### src/rtl/neuron_core_pkg.sv
// Shared types for the neuron core Wishbone front-end:
// region encodings, decoder FSM states and default wait counts.
package neuron_core_pkg;

    typedef enum logic [1:0] {
        REG_SYNAP = 2'b00,
        REG_PARAM = 2'b01,
        REG_SPIKE = 2'b10,
        REG_CTRL  = 2'b11
    } region_e;

    typedef enum logic [1:0] {
        ST_IDLE = 2'b00,
        ST_WAIT = 2'b01,
        ST_RESP = 2'b10
    } dec_state_e;

    localparam int DEF_SYN_WAIT   = 1;
    localparam int DEF_PARAM_WAIT = 0;
    localparam int DEF_SPIKE_WAIT = 0;
    localparam int DEF_CTRL_WAIT  = 0;

endpackage

### src/rtl/wb_region_decoder_if.sv
// Wishbone classic slave-side bus bundle for the region decoder.
// Names mirror the Caravel wbs_* signals.
interface wb_region_decoder_if #(
    parameter int ADDR_W = 32
);
    logic              wbs_cyc_i;
    logic              wbs_stb_i;
    logic              wbs_we_i;
    logic [ADDR_W-1:0] wbs_adr_i;
    logic              wbs_ack_o;
    logic              wbs_err_o;

    modport slave (
        input  wbs_cyc_i,
        input  wbs_stb_i,
        input  wbs_we_i,
        input  wbs_adr_i,
        output wbs_ack_o,
        output wbs_err_o
    );

    modport master (
        output wbs_cyc_i,
        output wbs_stb_i,
        output wbs_we_i,
        output wbs_adr_i,
        input  wbs_ack_o,
        input  wbs_err_o
    );
endinterface

### src/rtl/wb_wait_counter.sv
// 4-bit loadable down-counter used to time per-region wait states.
// Saturates at zero; load has priority over enable.
module wb_wait_counter (
    input  logic       clk,
    input  logic       rst_n,
    input  logic       load,
    input  logic       en,
    input  logic [3:0] load_val,
    output logic [3:0] cnt,
    output logic       zero
);

    always_ff @(posedge clk or negedge rst_n) begin
        if (!rst_n) begin
            cnt <= 4'd0;
        end else if (load) begin
            cnt <= load_val;
        end else if (en && cnt != 4'd0) begin
            cnt <= cnt - 4'd1;
        end
    end

    assign zero = (cnt == 4'd0);

endmodule

### src/rtl/wb_region_decoder.sv
// Wishbone slave front-end: decodes a bus cycle into a one-hot region
// select and parameter index, inserts wait states and drives ack/err.
module wb_region_decoder
    import neuron_core_pkg::*;
#(
    parameter int              ADDR_W     = 32,
    parameter logic [ADDR_W-1:0] BASE_ADDR = 32'h3000_0000,
    parameter int              REGION_LSB = 13,
    parameter int              PIDX_LSB   = 4,
    parameter int              NUM_PARAMS = 32,
    parameter int              SYN_WAIT   = DEF_SYN_WAIT,
    parameter int              PARAM_WAIT = DEF_PARAM_WAIT,
    parameter int              SPIKE_WAIT = DEF_SPIKE_WAIT,
    parameter int              CTRL_WAIT  = DEF_CTRL_WAIT,
    localparam int             PIDX_W     =
        (NUM_PARAMS > 1) ? $clog2(NUM_PARAMS) : 1
) (
    input  logic              wb_clk_i,
    input  logic              wb_rst_ni,
    wb_region_decoder_if.slave wbs,
    output logic              sel_synap_o,
    output logic              sel_param_o,
    output logic              sel_spike_o,
    output logic              sel_ctrl_o,
    output logic [PIDX_W-1:0] param_num_o,
    output logic              wr_en_o,
    output logic              rd_en_o,
    output logic              busy_o
);

    dec_state_e        state_q, state_d;
    region_e           region_q;
    logic [PIDX_W-1:0] idx_q;
    logic              we_q;
    logic              err_q;

    region_e           region;
    logic              base_ok;
    logic              hit;
    logic              bad_idx;
    logic [4:0]        pidx_field;
    logic [3:0]        wait_sel;
    logic [3:0]        wcnt;
    logic              wzero;
    logic              accept;
    logic              active;
    logic              resp_ok;
    logic              unused_adr;

    assign region  = region_e'(wbs.wbs_adr_i[REGION_LSB+1:REGION_LSB]);
    assign base_ok = wbs.wbs_adr_i[ADDR_W-1:REGION_LSB+2]
                  == BASE_ADDR[ADDR_W-1:REGION_LSB+2];
    assign hit     = wbs.wbs_cyc_i & wbs.wbs_stb_i & base_ok;

    // The range check always looks at the full 5-bit index field
    assign pidx_field = wbs.wbs_adr_i[PIDX_LSB+4:PIDX_LSB];
    assign bad_idx    = (region == REG_PARAM)
                     && (int'(pidx_field) >= NUM_PARAMS);

    assign accept = (state_q == ST_IDLE) && hit;

    always_comb begin
        wait_sel = 4'd0;
        unique case (region)
            REG_SYNAP: wait_sel = 4'(SYN_WAIT);
            REG_PARAM: wait_sel = 4'(PARAM_WAIT);
            REG_SPIKE: wait_sel = 4'(SPIKE_WAIT);
            REG_CTRL:  wait_sel = 4'(CTRL_WAIT);
        endcase
    end

    wb_wait_counter u_wcnt (
        .clk      (wb_clk_i),
        .rst_n    (wb_rst_ni),
        .load     (accept),
        .en       (state_q == ST_WAIT),
        .load_val (bad_idx ? 4'd0 : wait_sel),
        .cnt      (wcnt),
        .zero     (wzero)
    );

    always_ff @(posedge wb_clk_i or negedge wb_rst_ni) begin
        if (!wb_rst_ni) begin
            state_q  <= ST_IDLE;
            region_q <= REG_SYNAP;
            idx_q    <= '0;
            we_q     <= 1'b0;
            err_q    <= 1'b0;
        end else begin
            state_q <= state_d;
            if (accept) begin
                region_q <= region;
                idx_q    <= (region == REG_PARAM)
                          ? wbs.wbs_adr_i[PIDX_LSB+PIDX_W-1:PIDX_LSB]
                          : '0;
                we_q     <= wbs.wbs_we_i;
                err_q    <= bad_idx;
            end
        end
    end

    always_comb begin
        state_d = state_q;
        unique case (state_q)
            ST_IDLE: begin
                if (hit) begin
                    state_d = (wait_sel != 4'd0 && !bad_idx)
                            ? ST_WAIT : ST_RESP;
                end
            end
            ST_WAIT: begin
                // Dropping cyc abandons the cycle without a response
                if (!wbs.wbs_cyc_i) begin
                    state_d = ST_IDLE;
                end else if (wcnt == 4'd1 || wzero) begin
                    state_d = ST_RESP;
                end
            end
            ST_RESP: state_d = ST_IDLE;
            default: state_d = ST_IDLE;
        endcase
    end

    assign active  = (state_q != ST_IDLE) && !err_q;
    assign resp_ok = (state_q == ST_RESP) && !err_q;

    assign sel_synap_o = active && region_q == REG_SYNAP;
    assign sel_param_o = active && region_q == REG_PARAM;
    assign sel_spike_o = active && region_q == REG_SPIKE;
    assign sel_ctrl_o  = active && region_q == REG_CTRL;
    assign param_num_o = active ? idx_q : '0;

    assign wbs.wbs_ack_o = resp_ok;
    assign wbs.wbs_err_o = (state_q == ST_RESP) && err_q;
    assign wr_en_o       = resp_ok && we_q;
    assign rd_en_o       = resp_ok && !we_q;
    assign busy_o        = (state_q != ST_IDLE);

    assign unused_adr = ^wbs.wbs_adr_i;

endmodule

### src/flat_wrapper.sv
// flat-port wrapper written by rule: the top's interface ports become plain ports
module wb_region_decoder_flat import neuron_core_pkg::*;
#(
    parameter int              ADDR_W     = 32,
    parameter logic [ADDR_W-1:0] BASE_ADDR = 32'h3000_0000,
    parameter int              REGION_LSB = 13,
    parameter int              PIDX_LSB   = 4,
    parameter int              NUM_PARAMS = 32,
    parameter int              SYN_WAIT   = DEF_SYN_WAIT,
    parameter int              PARAM_WAIT = DEF_PARAM_WAIT,
    parameter int              SPIKE_WAIT = DEF_SPIKE_WAIT,
    parameter int              CTRL_WAIT  = DEF_CTRL_WAIT,
    localparam int             PIDX_W     =
        (NUM_PARAMS > 1) ? $clog2(NUM_PARAMS) : 1
)
  (wb_clk_i, wb_rst_ni, sel_synap_o, sel_param_o, sel_spike_o, sel_ctrl_o, param_num_o, wr_en_o, rd_en_o, busy_o, wbs_wbs_cyc_i, wbs_wbs_stb_i, wbs_wbs_we_i, wbs_wbs_adr_i, wbs_wbs_ack_o, wbs_wbs_err_o);
  wb_region_decoder_if #(.ADDR_W(ADDR_W)) wbs_i ();
  input  logic wb_clk_i;
  input  logic wb_rst_ni;
  output logic sel_synap_o;
  output logic sel_param_o;
  output logic sel_spike_o;
  output logic sel_ctrl_o;
  output logic [PIDX_W-1:0] param_num_o;
  output logic wr_en_o;
  output logic rd_en_o;
  output logic busy_o;
  input wire logic [$bits(wbs_i.wbs_cyc_i)-1:0] wbs_wbs_cyc_i;
  input wire logic [$bits(wbs_i.wbs_stb_i)-1:0] wbs_wbs_stb_i;
  input wire logic [$bits(wbs_i.wbs_we_i)-1:0] wbs_wbs_we_i;
  input wire logic [$bits(wbs_i.wbs_adr_i)-1:0] wbs_wbs_adr_i;
  output wire logic [$bits(wbs_i.wbs_ack_o)-1:0] wbs_wbs_ack_o;
  output wire logic [$bits(wbs_i.wbs_err_o)-1:0] wbs_wbs_err_o;
  assign wbs_i.wbs_cyc_i = wbs_wbs_cyc_i;
  assign wbs_i.wbs_stb_i = wbs_wbs_stb_i;
  assign wbs_i.wbs_we_i = wbs_wbs_we_i;
  assign wbs_i.wbs_adr_i = wbs_wbs_adr_i;
  assign wbs_wbs_ack_o = wbs_i.wbs_ack_o;
  assign wbs_wbs_err_o = wbs_i.wbs_err_o;
  wb_region_decoder #(.ADDR_W(ADDR_W), .BASE_ADDR(BASE_ADDR), .REGION_LSB(REGION_LSB), .PIDX_LSB(PIDX_LSB), .NUM_PARAMS(NUM_PARAMS), .SYN_WAIT(SYN_WAIT), .PARAM_WAIT(PARAM_WAIT), .SPIKE_WAIT(SPIKE_WAIT), .CTRL_WAIT(CTRL_WAIT)) u_core (.wb_clk_i(wb_clk_i), .wb_rst_ni(wb_rst_ni), .wbs(wbs_i), .sel_synap_o(sel_synap_o), .sel_param_o(sel_param_o), .sel_spike_o(sel_spike_o), .sel_ctrl_o(sel_ctrl_o), .param_num_o(param_num_o), .wr_en_o(wr_en_o), .rd_en_o(rd_en_o), .busy_o(busy_o));
endmodule
### config.mk
export PLATFORM = sky130hd
export DESIGN_NAME = wb_region_decoder_flat
export DESIGN_NICKNAME = d
export VERILOG_FILES = /design/src/rtl/neuron_core_pkg.sv /design/src/rtl/wb_region_decoder_if.sv /design/src/rtl/wb_wait_counter.sv /design/src/rtl/wb_region_decoder.sv /design/src/flat_wrapper.sv
export SDC_FILE = /design/constraint.sdc
export NUM_CORES = 1
export LEC_CHECK = 0
export ABC_AREA = 0
export CORE_MARGIN = 2
export CORE_UTILIZATION = 37
export DETAILED_ROUTE_END_ITERATION = 16
export GPL_TIMING_DRIVEN = 0
export HOLD_SLACK_MARGIN = 0.08
export PLACE_DENSITY = 0.88
export SYNTH_ARGS = -nofsm -noshare
export SYNTH_HDL_FRONTEND = slang
export SYNTH_HIERARCHICAL = 1
export SYNTH_SLANG_ARGS = --single-unit
### constraint.sdc
create_clock -name wb_clk_i -period 2 [get_ports wb_clk_i]
set_input_delay 0.4 -clock wb_clk_i [delete_from_list [all_inputs] [get_ports wb_clk_i]]
set_output_delay 0.4 -clock wb_clk_i [all_outputs]
set_load 0.005 [all_outputs]
==> flow_metrics.py <==
metrics = {
    "status": {
        "status": "completed",
    },
    "logic_synthesis": {
        "synth_top_flop_cell": "dfrtp_1",
        "syn_inst": 88,
        "synth_top_area_cell": "dfrtp_1",
        "ys_ff_latch": 14,
        "ys_warn_count": 6,
        "synthDominantCellAreaShare_pct": 40.6,
        "async_flop_share_pct": 100,
        "netlist_top_cells_area": "dfrtp_1 41%, mux2i_1 5.8%, inv_1 4.4%",
        "synth_edf_count": 0,
        "synth_cell_types": 35,
        "syn-cell-area_um2": 862,
        "avgSynthCellArea_um2": 9.80,
        "synth-seq-area-share_pct": 40.6,
    },
    "worst_setup_path": {
        "crit_chain": "nor2b_2 > nor2b_1 > clkdlybuf4s50_1",
        "cp_num_buf_inv": 1,
        "arrival_ns": 1.52,
        "cp_slowest_cell": "clkdlybuf4s50_1",
        "reg2reg_to": "u_core/u_wcnt/cnt[1]$_DFFE_PN0P_",
        "reg2reg_slack_ns": 0.44,
        "cp-start-kind": "register",
        "cp.required_ns": 1.60,
        "crit_family": "buffers and inverters",
        "cp_max_fo": 3,
        "rr_startpoint": "u_core/state_q[0]$_DFFE_PN0P_",
        "r2r_cells": 4,
        "path_class": "reg2out",
        "cp-end-kind": "output pin",
        "critical-path-max-stage-delay_ns": 0.50,
    },
    "clocking": {
        "cts_tree": "built",
        "cts.sinks": 14,
        "clock_latency_ns": 0.27,
        "htree_levels": 1,
        "cts_made_buffers": 3,
        "ctsRootBufferMaster": "clkbuf_4",
        "clkTransAtPathRegs_ns": 0.08,
        "clock_path_buffers": 2,
        "hold_buffers": 0,
    },
    "timing": {
        "fin_crit_ns": 1.92,
        "setup-tns-final_ns": 0,
        "finalHoldViolations": 0,
        "fin_skew_ns": 0.000854,
        "finalSetupViolCount": 0,
        "fmax_mhz": 522,
        "period_share_pct": 95.9,
        "fin_ws_ns": 0.0826,
        "slew_headroom_pct": 59.1,
        "slew_viol_final": 0,
        "worst_pin_slew_ns": 0.611,
        "rsz0062_at_grt": "true",
    },
    "power": {
        "p_sw_mw": 0.105,
        "seq_power_share_pct": 55.4,
        "peakVddDrop_mv": 0.207,
        "swShare_pct": 20.6,
        "internal_power_mw": 0.405,
        "power_density_nw_per_um2": 354,
        "p_comb_share_pct": 14.6,
        "p_clk_share_pct": 30.0,
        "power_leakage_nw": 0.720,
    },
    "global_routing": {
        "grt_pass1_vias": 944,
        "antenna_found_initial": 0,
        "grt_use_total_pct": 19.4,
        "grt_pass1_wl_um": 3940,
        "grt-ovfl-total": 0,
        "grt_max_degree": 15,
    },
    "placed_design": {
        "gp_congestion": 0.721,
        "hpwl_um": 1710,
        "pre_cts_ws_ns": -0.423,
        "io_buffers": 41,
    },
    "cells_and_area": {
        "final_cell_mix": "31 x clkdlybuf4s50_1, 14 x dfrtp_1, 9 x inv_1, 9 x nand2_1, 8 x dlymetal6s2s_1",
        "num_antenna_cells": 0,
        "final_common_cell": "clkdlybuf4s50_1",
        "drive_gt1_share_pct": 18.3,
        "nNetsFinal": 182,
        "area.growth.synth_to_final_pct": 67.2,
        "num-fill-cells": 183,
    },
    "route": {
        "wl_um": 2280,
        "drc": 0,
        "ant_nets": 0,
        "firstDrtPassIters": 4,
        "post_drt_wl_per_cell_um": 13.4,
        "num_vias": 848,
        "drt_iter0_markers": 8,
        "viasPerCell": 4.99,
    },
    "die": {
        "initial_utilization_pct": 39.0,
        "die_w_um": 52.3,
        "rows": 17,
        "dieArea_um2": 2730,
        "die_y_um": 52.3,
        "ios": 51,
        "fp.coreArea_um2": 2210,
    },
    "run": {
        "max_cap_viol_count": 0,
    },
    "min_path": {
        "min_path_type": "in2async",
    },
}
==> power groups by stage <==
stage | Combinational [mW] | Sequential, mW | Clock [mW]
floorplan | 0.0107 | 0.289 | 0
global placement | 0.0720 | 0.288 | 0
detailed placement | 0.0740 | 0.289 | 0
CTS | 0.0744 | 0.283 | 0.160
global route | 0.0819 | 0.283 | 0.168
finish | 0.0746 | 0.283 | 0.153
==> cell families (layout without fill, tap and decap cells) <==
| logic type | Yosys count | after routing | synth area share, % |
|---|---|---|---|
| flops | 14 | 14 | 40.6 |
| buf+inv | 13 | 64 | 7.84 |
| mux | 8 | 8 | 10.6 |
| compound gates | 9 | 9 | 8.42 |
| other cells | 1 | 4 | 0.435 |
| fa+ha+maj | 1 | 1 | 1.45 |
| simple gates | 42 | 42 | 30.6 |
==> cell type report <==
| type | count | area (µm²) | area share [%] |
|---|---|---|---|
| clock buffers | 3 | 22.5 | 1.56 |
| inverters | 10 | 37.5 | 2.60 |
| plain buffers | 3 | 30.0 | 2.08 |
| repair buffers | 48 | 484 | 33.6 |
| flip-flops and latches | 14 | 350 | 24.3 |
| well taps | 28 | 35.0 | 2.43 |
| multi-input cells | 64 | 482 | 33.4 |
==> through the flow <==
stage	area, µm²	hold WS, ns	total power, mW	instances	utilization (%)
floorplan	873	0.104	0.299	91	-
global placement	1320	0.504	0.360	160	59.6
detailed placement	1320	0.508	0.363	160	59.6
CTS	1410	0.515	0.518	170	63.6
global route	1440	0.558	0.533	170	65.2
finish	1440	0.509	0.510	170	65.2
==> worst register-to-register path: cells and delay by family, from the launching register on <==
kind / cells / cell delay, ns
AOI/OAI and AO/OA: 1 / 0.09
buffers and inverters: 1 / 0.13
DFF: 1 / 0.42
and+or+nand+nor: 2 / 0.84
==> worst max-delay path by stage <==
stage	endpoint	slack [ns]	startpoint	cells after the start
detailed placement	u_core/u_wcnt/cnt[3]$_DFFE_PN0P_	-0.42	wbs_wbs_cyc_i	8
CTS	u_core/u_wcnt/cnt[3]$_DFFE_PN0P_	0.01	wbs_wbs_adr_i[15]	7
finish	rd_en_o	0.08	u_core/state_q[1]$_DFFE_PN0P_	3
global route	rd_en_o	-0.00007	u_core/state_q[1]$_DFFE_PN0P_	3
global placement	u_core/u_wcnt/cnt[3]$_DFFE_PN0P_	-0.35	wbs_wbs_cyc_i	8
floorplan	u_core/u_wcnt/cnt[3]$_DFFE_PN0P_	0.14	wbs_wbs_adr_i[16]	6
==> timing repair <==
action,CTS,global route
endpoints found under the setup margin,4,9
cloned,0,0
setup buffers,7,0
gates resized for setup,5,12
pin swaps,3,4
==> layer usage <==
metal / vias to the layer above / track usage (%) / wire length [µm]
li1: 412 / - / -
met1: 402 / 22.2 / 939
met2: 32 / 38.0 / 1240
met3: 2 / 0.857 / 79
met4: 0 / 6.41 / 17
met5: - / 0 / 0
==> Yosys cell counts (2+ instances only) <==
| master | number |
|---|---|
| buf_6 | 2 |
| dfrtp_1 | 14 |
| inv_1 | 10 |
| mux2_4 | 2 |
| mux2i_1 | 5 |
| nand2_1 | 9 |
| nor2_1 | 7 |
| nor2b_1 | 4 |
| nor3_1 | 3 |
| nor3b_1 | 4 |
| nor4b_1 | 3 |
| o21ai_0 | 2 |
==> flip-flops by register name, indices dropped and copies added (netlist names) <==
| name | cells |
|---|---|
| u_core/u_wcnt/cnt | 4 |
| u_core/region_q | 2 |
| u_core/state_q | 2 |
| u_core/we_q | 1 |
| u_core/idx_q | 5 |
(Power assumes the default switching activity.)
